File: src/rtl/msf_sync_controller.sv
// MSF time sync controller: acquires decoded hh:mm frames, confirms them against
// a candidate one minute later, then tracks a BCD hh:mm:ss display from the
// radio seconds, falling back to the local 1 Hz tick when the signal degrades.
module msf_sync_controller #(
  parameter int SILENCE_S    = 3,
  parameter int MAX_MISS     = 5,
  parameter int CONFIRM_TO_S = 62
) (
  input  logic       clk_i,
  input  logic       rst_i,
  input  logic       tick_1hz_i,
  input  logic       bits_valid_i,
  input  logic       bits_is_second_00_i,
  input  logic       dec_valid_i,
  input  logic [1:0] dec_hour_h_i,
  input  logic [3:0] dec_hour_l_i,
  input  logic [2:0] dec_minute_h_i,
  input  logic [3:0] dec_minute_l_i,
  output logic [1:0] hour_h_o,
  output logic [3:0] hour_l_o,
  output logic [2:0] minute_h_o,
  output logic [3:0] minute_l_o,
  output logic [2:0] second_h_o,
  output logic [3:0] second_l_o,
  output logic [1:0] state_o,
  output logic       synced_o,
  output logic       load_o
);

  localparam int TW = $clog2(CONFIRM_TO_S + 1);
  localparam int SW = $clog2(SILENCE_S + 1);
  localparam int MW = $clog2(MAX_MISS + 1);

  typedef enum logic [1:0] {
    ST_ACQ  = 2'd0,
    ST_CONF = 2'd1,
    ST_SYNC = 2'd2,
    ST_HOLD = 2'd3
  } state_t;

  typedef struct packed {
    logic [1:0] hh_h;
    logic [3:0] hh_l;
    logic [2:0] mm_h;
    logic [3:0] mm_l;
  } hm_t;

  state_t        state_q, state_n;
  hm_t           hm_q, hm_n, cand_q, cand_n, dec, exp_hm;
  logic [2:0]    ss_h_q, ss_h_n;
  logic [3:0]    ss_l_q, ss_l_n;
  logic [TW-1:0] to_q, to_n;
  logic [SW-1:0] sil_q, sil_n;
  logic [MW-1:0] miss_q, miss_n;
  logic          load_q, load_n;
  logic          frame_evt, in_range, good, adv;

  // hh:mm plus one minute with BCD carries and midnight wrap
  function automatic hm_t inc1m(input hm_t t);
    hm_t r;
    r = t;
    if (t.mm_l != 4'd9) r.mm_l = t.mm_l + 4'd1;
    else begin
      r.mm_l = 4'd0;
      if (t.mm_h != 3'd5) r.mm_h = t.mm_h + 3'd1;
      else begin
        r.mm_h = 3'd0;
        if (t.hh_h == 2'd2 && t.hh_l == 4'd3) begin
          r.hh_h = 2'd0;
          r.hh_l = 4'd0;
        end else if (t.hh_l == 4'd9) begin
          r.hh_l = 4'd0;
          r.hh_h = t.hh_h + 2'd1;
        end else r.hh_l = t.hh_l + 4'd1;
      end
    end
    return r;
  endfunction

  assign dec       = {dec_hour_h_i, dec_hour_l_i, dec_minute_h_i, dec_minute_l_i};
  assign frame_evt = bits_valid_i & bits_is_second_00_i;
  assign in_range  = (dec.hh_h <= 2'd2) && (dec.hh_l <= 4'd9) &&
                     !(dec.hh_h == 2'd2 && dec.hh_l > 4'd3) &&
                     (dec.mm_h <= 3'd5) && (dec.mm_l <= 4'd9);
  assign good      = frame_evt & dec_valid_i & in_range;
  // in holdover, a frame after the half minute is expected to name the next minute
  assign exp_hm    = (ss_h_q >= 3'd3) ? inc1m(hm_q) : hm_q;

  // next-state, watchdogs and display update; load beats advance
  always_comb begin
    state_n = state_q;
    hm_n    = hm_q;
    ss_h_n  = ss_h_q;
    ss_l_n  = ss_l_q;
    cand_n  = cand_q;
    to_n    = to_q;
    sil_n   = sil_q;
    miss_n  = miss_q;
    load_n  = 1'b0;
    adv     = 1'b0;
    case (state_q)
      ST_ACQ: begin
        adv = tick_1hz_i;
        if (good) begin
          cand_n  = dec;
          to_n    = '0;
          state_n = ST_CONF;
        end
      end
      ST_CONF: begin
        adv = tick_1hz_i;
        if (frame_evt) begin
          if (good && dec == inc1m(cand_q)) begin
            load_n  = 1'b1;
            miss_n  = '0;
            sil_n   = '0;
            state_n = ST_SYNC;
          end else if (good) begin
            cand_n = dec;
            to_n   = '0;
          end else state_n = ST_ACQ;
        end else if (tick_1hz_i) begin
          to_n = to_q + TW'(1);
          if (to_n == TW'(CONFIRM_TO_S)) state_n = ST_ACQ;
        end
      end
      ST_SYNC: begin
        adv = bits_valid_i & ~frame_evt;
        if (bits_valid_i) sil_n = '0;
        else if (tick_1hz_i) begin
          sil_n = sil_q + SW'(1);
          if (sil_n == SW'(SILENCE_S)) state_n = ST_HOLD;
        end
        if (frame_evt) begin
          if (good) begin
            load_n = 1'b1;
            miss_n = '0;
          end else begin
            // missed frame: assume a minute passed and realign seconds
            hm_n   = inc1m(hm_q);
            ss_h_n = 3'd0;
            ss_l_n = 4'd0;
            if (miss_q != MW'(MAX_MISS)) miss_n = miss_q + MW'(1);
            if (miss_n == MW'(MAX_MISS)) state_n = ST_HOLD;
          end
        end
      end
      default: begin
        adv = tick_1hz_i;
        if (good) begin
          if (dec == exp_hm) begin
            load_n  = 1'b1;
            miss_n  = '0;
            sil_n   = '0;
            state_n = ST_SYNC;
          end else begin
            cand_n  = dec;
            to_n    = '0;
            state_n = ST_CONF;
          end
        end
      end
    endcase
    if (load_n) begin
      hm_n   = dec;
      ss_h_n = 3'd0;
      ss_l_n = 4'd0;
    end else if (adv) begin
      if (ss_l_q != 4'd9) ss_l_n = ss_l_q + 4'd1;
      else begin
        ss_l_n = 4'd0;
        if (ss_h_q != 3'd5) ss_h_n = ss_h_q + 3'd1;
        else begin
          ss_h_n = 3'd0;
          hm_n   = inc1m(hm_q);
        end
      end
    end
  end

  // state and datapath registers
  always_ff @(posedge clk_i) begin
    if (rst_i) begin
      state_q <= ST_ACQ;
      hm_q    <= '0;
      ss_h_q  <= '0;
      ss_l_q  <= '0;
      cand_q  <= '0;
      to_q    <= '0;
      sil_q   <= '0;
      miss_q  <= '0;
      load_q  <= 1'b0;
    end else begin
      state_q <= state_n;
      hm_q    <= hm_n;
      ss_h_q  <= ss_h_n;
      ss_l_q  <= ss_l_n;
      cand_q  <= cand_n;
      to_q    <= to_n;
      sil_q   <= sil_n;
      miss_q  <= miss_n;
      load_q  <= load_n;
    end
  end

  assign hour_h_o   = hm_q.hh_h;
  assign hour_l_o   = hm_q.hh_l;
  assign minute_h_o = hm_q.mm_h;
  assign minute_l_o = hm_q.mm_l;
  assign second_h_o = ss_h_q;
  assign second_l_o = ss_l_q;
  assign state_o    = state_q;
  assign synced_o   = (state_q == ST_SYNC);
  assign load_o     = load_q;

endmodule

File: config.mk
export PLATFORM = sky130hd
export DESIGN_NAME = msf_sync_controller
export DESIGN_NICKNAME = d
export VERILOG_FILES = /design/src/rtl/msf_sync_controller.sv
export SDC_FILE = /design/constraint.sdc
export NUM_CORES = 1
export LEC_CHECK = 0
export ABC_AREA = 1
export BUFFER_PORTS_ARGS = -buffer_cell sky130_fd_sc_hd__buf_4
export CAP_MARGIN = 20
export CORE_MARGIN = 2
export CORE_UTILIZATION = 30
export DETAILED_ROUTE_END_ITERATION = 12
export PLACE_DENSITY = 0.43
export RECOVER_POWER = 25
export SYNTH_ARGS = -nofsm -noshare
export SYNTH_HDL_FRONTEND = slang
export SYNTH_SLANG_ARGS = --single-unit
File: constraint.sdc
create_clock -name clk_i -period 3.22 [get_ports clk_i]
set_input_delay 0.644 -clock clk_i [delete_from_list [all_inputs] [get_ports clk_i]]
set_output_delay 0.644 -clock clk_i [all_outputs]
set_load 0.01 [all_outputs]
==> impl_metrics.json <==
{
  "regToRegSetupSlack_ns": 0.49,
  "synth_area_mm2": 0.00439,
  "initial_core_util_pct": 30.5,
  "rsz0062_at_grt": "false",
  "dpl.cell_count": 958,
  "tightest_slew_ns": 0.907,
  "postLayoutCoreUtil_pct": 34.5,
  "numClockSinks": 47,
  "place_area_mm2": 0.00487,
  "synth_most_common_cell": "nand2_1",
  "final_cell_area_mm2": 0.00498,
  "yosysSeqAreaShare_pct": 21.4,
  "worstSetupPathType": "flop to flop",
  "critical_path.top_delay_family": "simple AND/OR/NAND/NOR gates",
  "grt-busiest-layer": "met2",
  "timing.hold.ws_ns": 0.509,
  "drtPass1Iterations": 5,
  "cts_tree": "yes",
  "synth_common_cells": "228 x nand2_1, 104 x nor2_1, 83 x inv_1",
  "dieArea_mm2": 0.0156,
  "cp.arrival_ns": 2.93,
  "ir_worst_vdd_mv": 0.266,
  "grt_max_degree": 49,
  "met3_usage_pct": 2.78,
  "hp-class": "flop to flop",
  "slew_violations": 0,
  "drive_gt1_share_pct": 11.1,
  "chipWidth_um": 125,
  "final_nets": 820,
  "start_kind": "flop",
  "cts_resized": 0,
  "place_congestion": 0.827,
  "numCtsBuffers": 5,
  "min_period_over_period_pct": 84.7,
  "drt_iter0_drc": 314,
  "grt-ovfl-total": 0,
  "synth_edf_count": 0,
  "path_buf_inv": 0,
  "finalCriticalPeriod_ns": 2.73,
  "track_usage_pct": 16.9,
  "num_vias": 4666,
  "ys_types": 39,
  "fin_worst_skew_ns": 0.00556,
  "worstPathCellList": "ha_1 -> nand3_4 -> nor2_4 -> nand4_1 -> nand3_1 -> nand2_1 -> nand2_1 -> nand3_1 -> nor2_1 -> nand4_2 -> o21ai_4 -> nand2_4 -> nand2_2 -> nor2_1",
  "synth_area_leaders": "dfxtp_1 21%, nand2_1 19%, nand3_1 9.1%",
  "yosysTopAreaCellShare_pct": 21.4,
  "syn_inst": 746,
  "async_reset_ff_share_pct": 0,
  "finalHoldViolCount": 0,
  "rows": 44,
  "synth.avg_cell_area_um2": 5.89,
  "yosysTopAreaCell": "dfxtp_1",
  "htree_levels": 2,
  "power.density_mw_per_mm2": 286,
  "grt_pass1_vias": 4274,
  "syn_to_final_growth_pct": 13.4,
  "fin_tns_setup_ns": 0,
  "pre_cts_ws_ns": 0.320,
  "drt-total-wl_um": 13000,
  "synth.ff_latch_count": 47,
  "cap_violations": 0,
  "outcome": "complete, no violations",
  "path_max_fanout": 15,
  "crit_required_ns": 3.42,
  "setup_viol": 0,
  "drtAntennaViolNets": 0,
  "critPathMaxStageDelay_ns": 0.49,
  "postCtsHoldBufs": 0,
  "layoutNonFillerInstCount": 966,
  "yosys_warnings": 0,
  "ys.flop_type": "dfxtp_1",
  "cts.reportedPaths.clkPinSlew_ns": 0.07,
  "cts_root_buf": "clkbuf_16",
  "fmax_ghz": 0.367,
  "clk_latency_ns": 0.31,
  "hpwl_um": 10000,
  "power_leakage_nw": 2.41,
  "postCtsSetupBuffers": 0,
  "grt_first_pass_wirelength_um": 21900,
  "cpMaxStageDelayCell": "dfxtp_1",
  "drc_errors": 0,
  "via_per_inst": 4.83,
  "wire_per_inst_um": 13.5,
  "relSlewSlack_pct": 39.5,
  "io_pins": 43,
  "grt_use_met2_pct": 25.4,
  "use_met1_pct": 25.4,
  "antenna_found_initial": 0,
  "cts_buffer_depth": 2,
  "setup_slack_ns": 0.492,
  "diodes": 0,
  "endpoint_kind": "flop",
  "portBuffers": 42,
  "die_h_um": 125,
  "core_mm2": 0.0144,
  "power_mw": 1.43,
  "syn-num-nets": 785
}
## cell type report
| cell class | instances | area [um2] |
|---|---|---|
| clock buffer | 5 | 125 |
| clock inverter | 3 | 47.5 |
| timing repair buffer | 50 | 312 |
| tap | 184 | 230 |
| sequential | 47 | 941 |
| multi-input combinational | 585 | 2980 |
| inverter | 92 | 345 |
| fill | 1623 | 9440 |
## cell usage in the layout (no fill, tap or decap), types with 14 or more instances in the layout
master / count
dfxtp_1: 47
nand2_1: 227
ha_1: 20
buf_4: 33
nand4_1: 38
nand3_1: 80
nor2_1: 104
nand3_2: 14
inv_1: 83
o21ai_0: 27
clkbuf_1: 17
## kinds of logic (layout without fill, tap and decap cells)
kind of cell | Yosys count | after routing | share of synthesized area, %
simple gates | 492 | 492 | 51.3
buf+inv | 114 | 150 | 10.8
compound gates | 62 | 62 | 8.55
flops | 47 | 47 | 21.4
fa+ha+maj | 20 | 20 | 5.70
xor+xnor | 11 | 11 | 2.19
## tightest hold or removal path, stage by stage (launching register included)
cell and delay [ns]:
dfxtp_1 0.33, nor2_1 0.10, nor2_1 0.04
## layer usage
metal	part of all wire [%]	routed length [um]	vias to the layer above
met4	0.78	102	0
met5	0	0	-
met1	54	6980	2096
li1	-	-	2490
met2	42	5520	74
met3	3.3	433	6
## sequential cells by signal (all words and copies together) (netlist names)
register / count
sil_q: 2
cand_q: 13
hour_h_o: 2
state_o: 2
miss_q: 3
minute_h_o: 3
to_q: 6
minute_l_o: 4
hour_l_o: 4
second_h_o: 3
second_l_o: 4
load_o: 1
## final timing paths
path	start	to	cells after the start
max	minute_l_o[0]$_SDFF_PP0_	second_l_o[3]$_SDFFE_PP0P_	14
min	cand_q[12]$_SDFFE_PP0P_	cand_q[12]$_SDFFE_PP0P_	2
max reg2reg	minute_l_o[0]$_SDFF_PP0_	second_l_o[3]$_SDFFE_PP0P_	14
min reg2reg	cand_q[12]$_SDFFE_PP0P_	cand_q[12]$_SDFFE_PP0P_	2
## where the power goes
| group | leakage (nW) | internal [mW] | switching, mW |
|---|---|---|---|
| sequential | 0.380 | 0.592 | 0.0144 |
| clock | 0.0844 | 0.371 | 0.266 |
| combinational | 1.94 | 0.0640 | 0.118 |
| total | 2.41 | 1.03 | 0.398 |
Note: power is estimated with default switching activity, not from simulation.
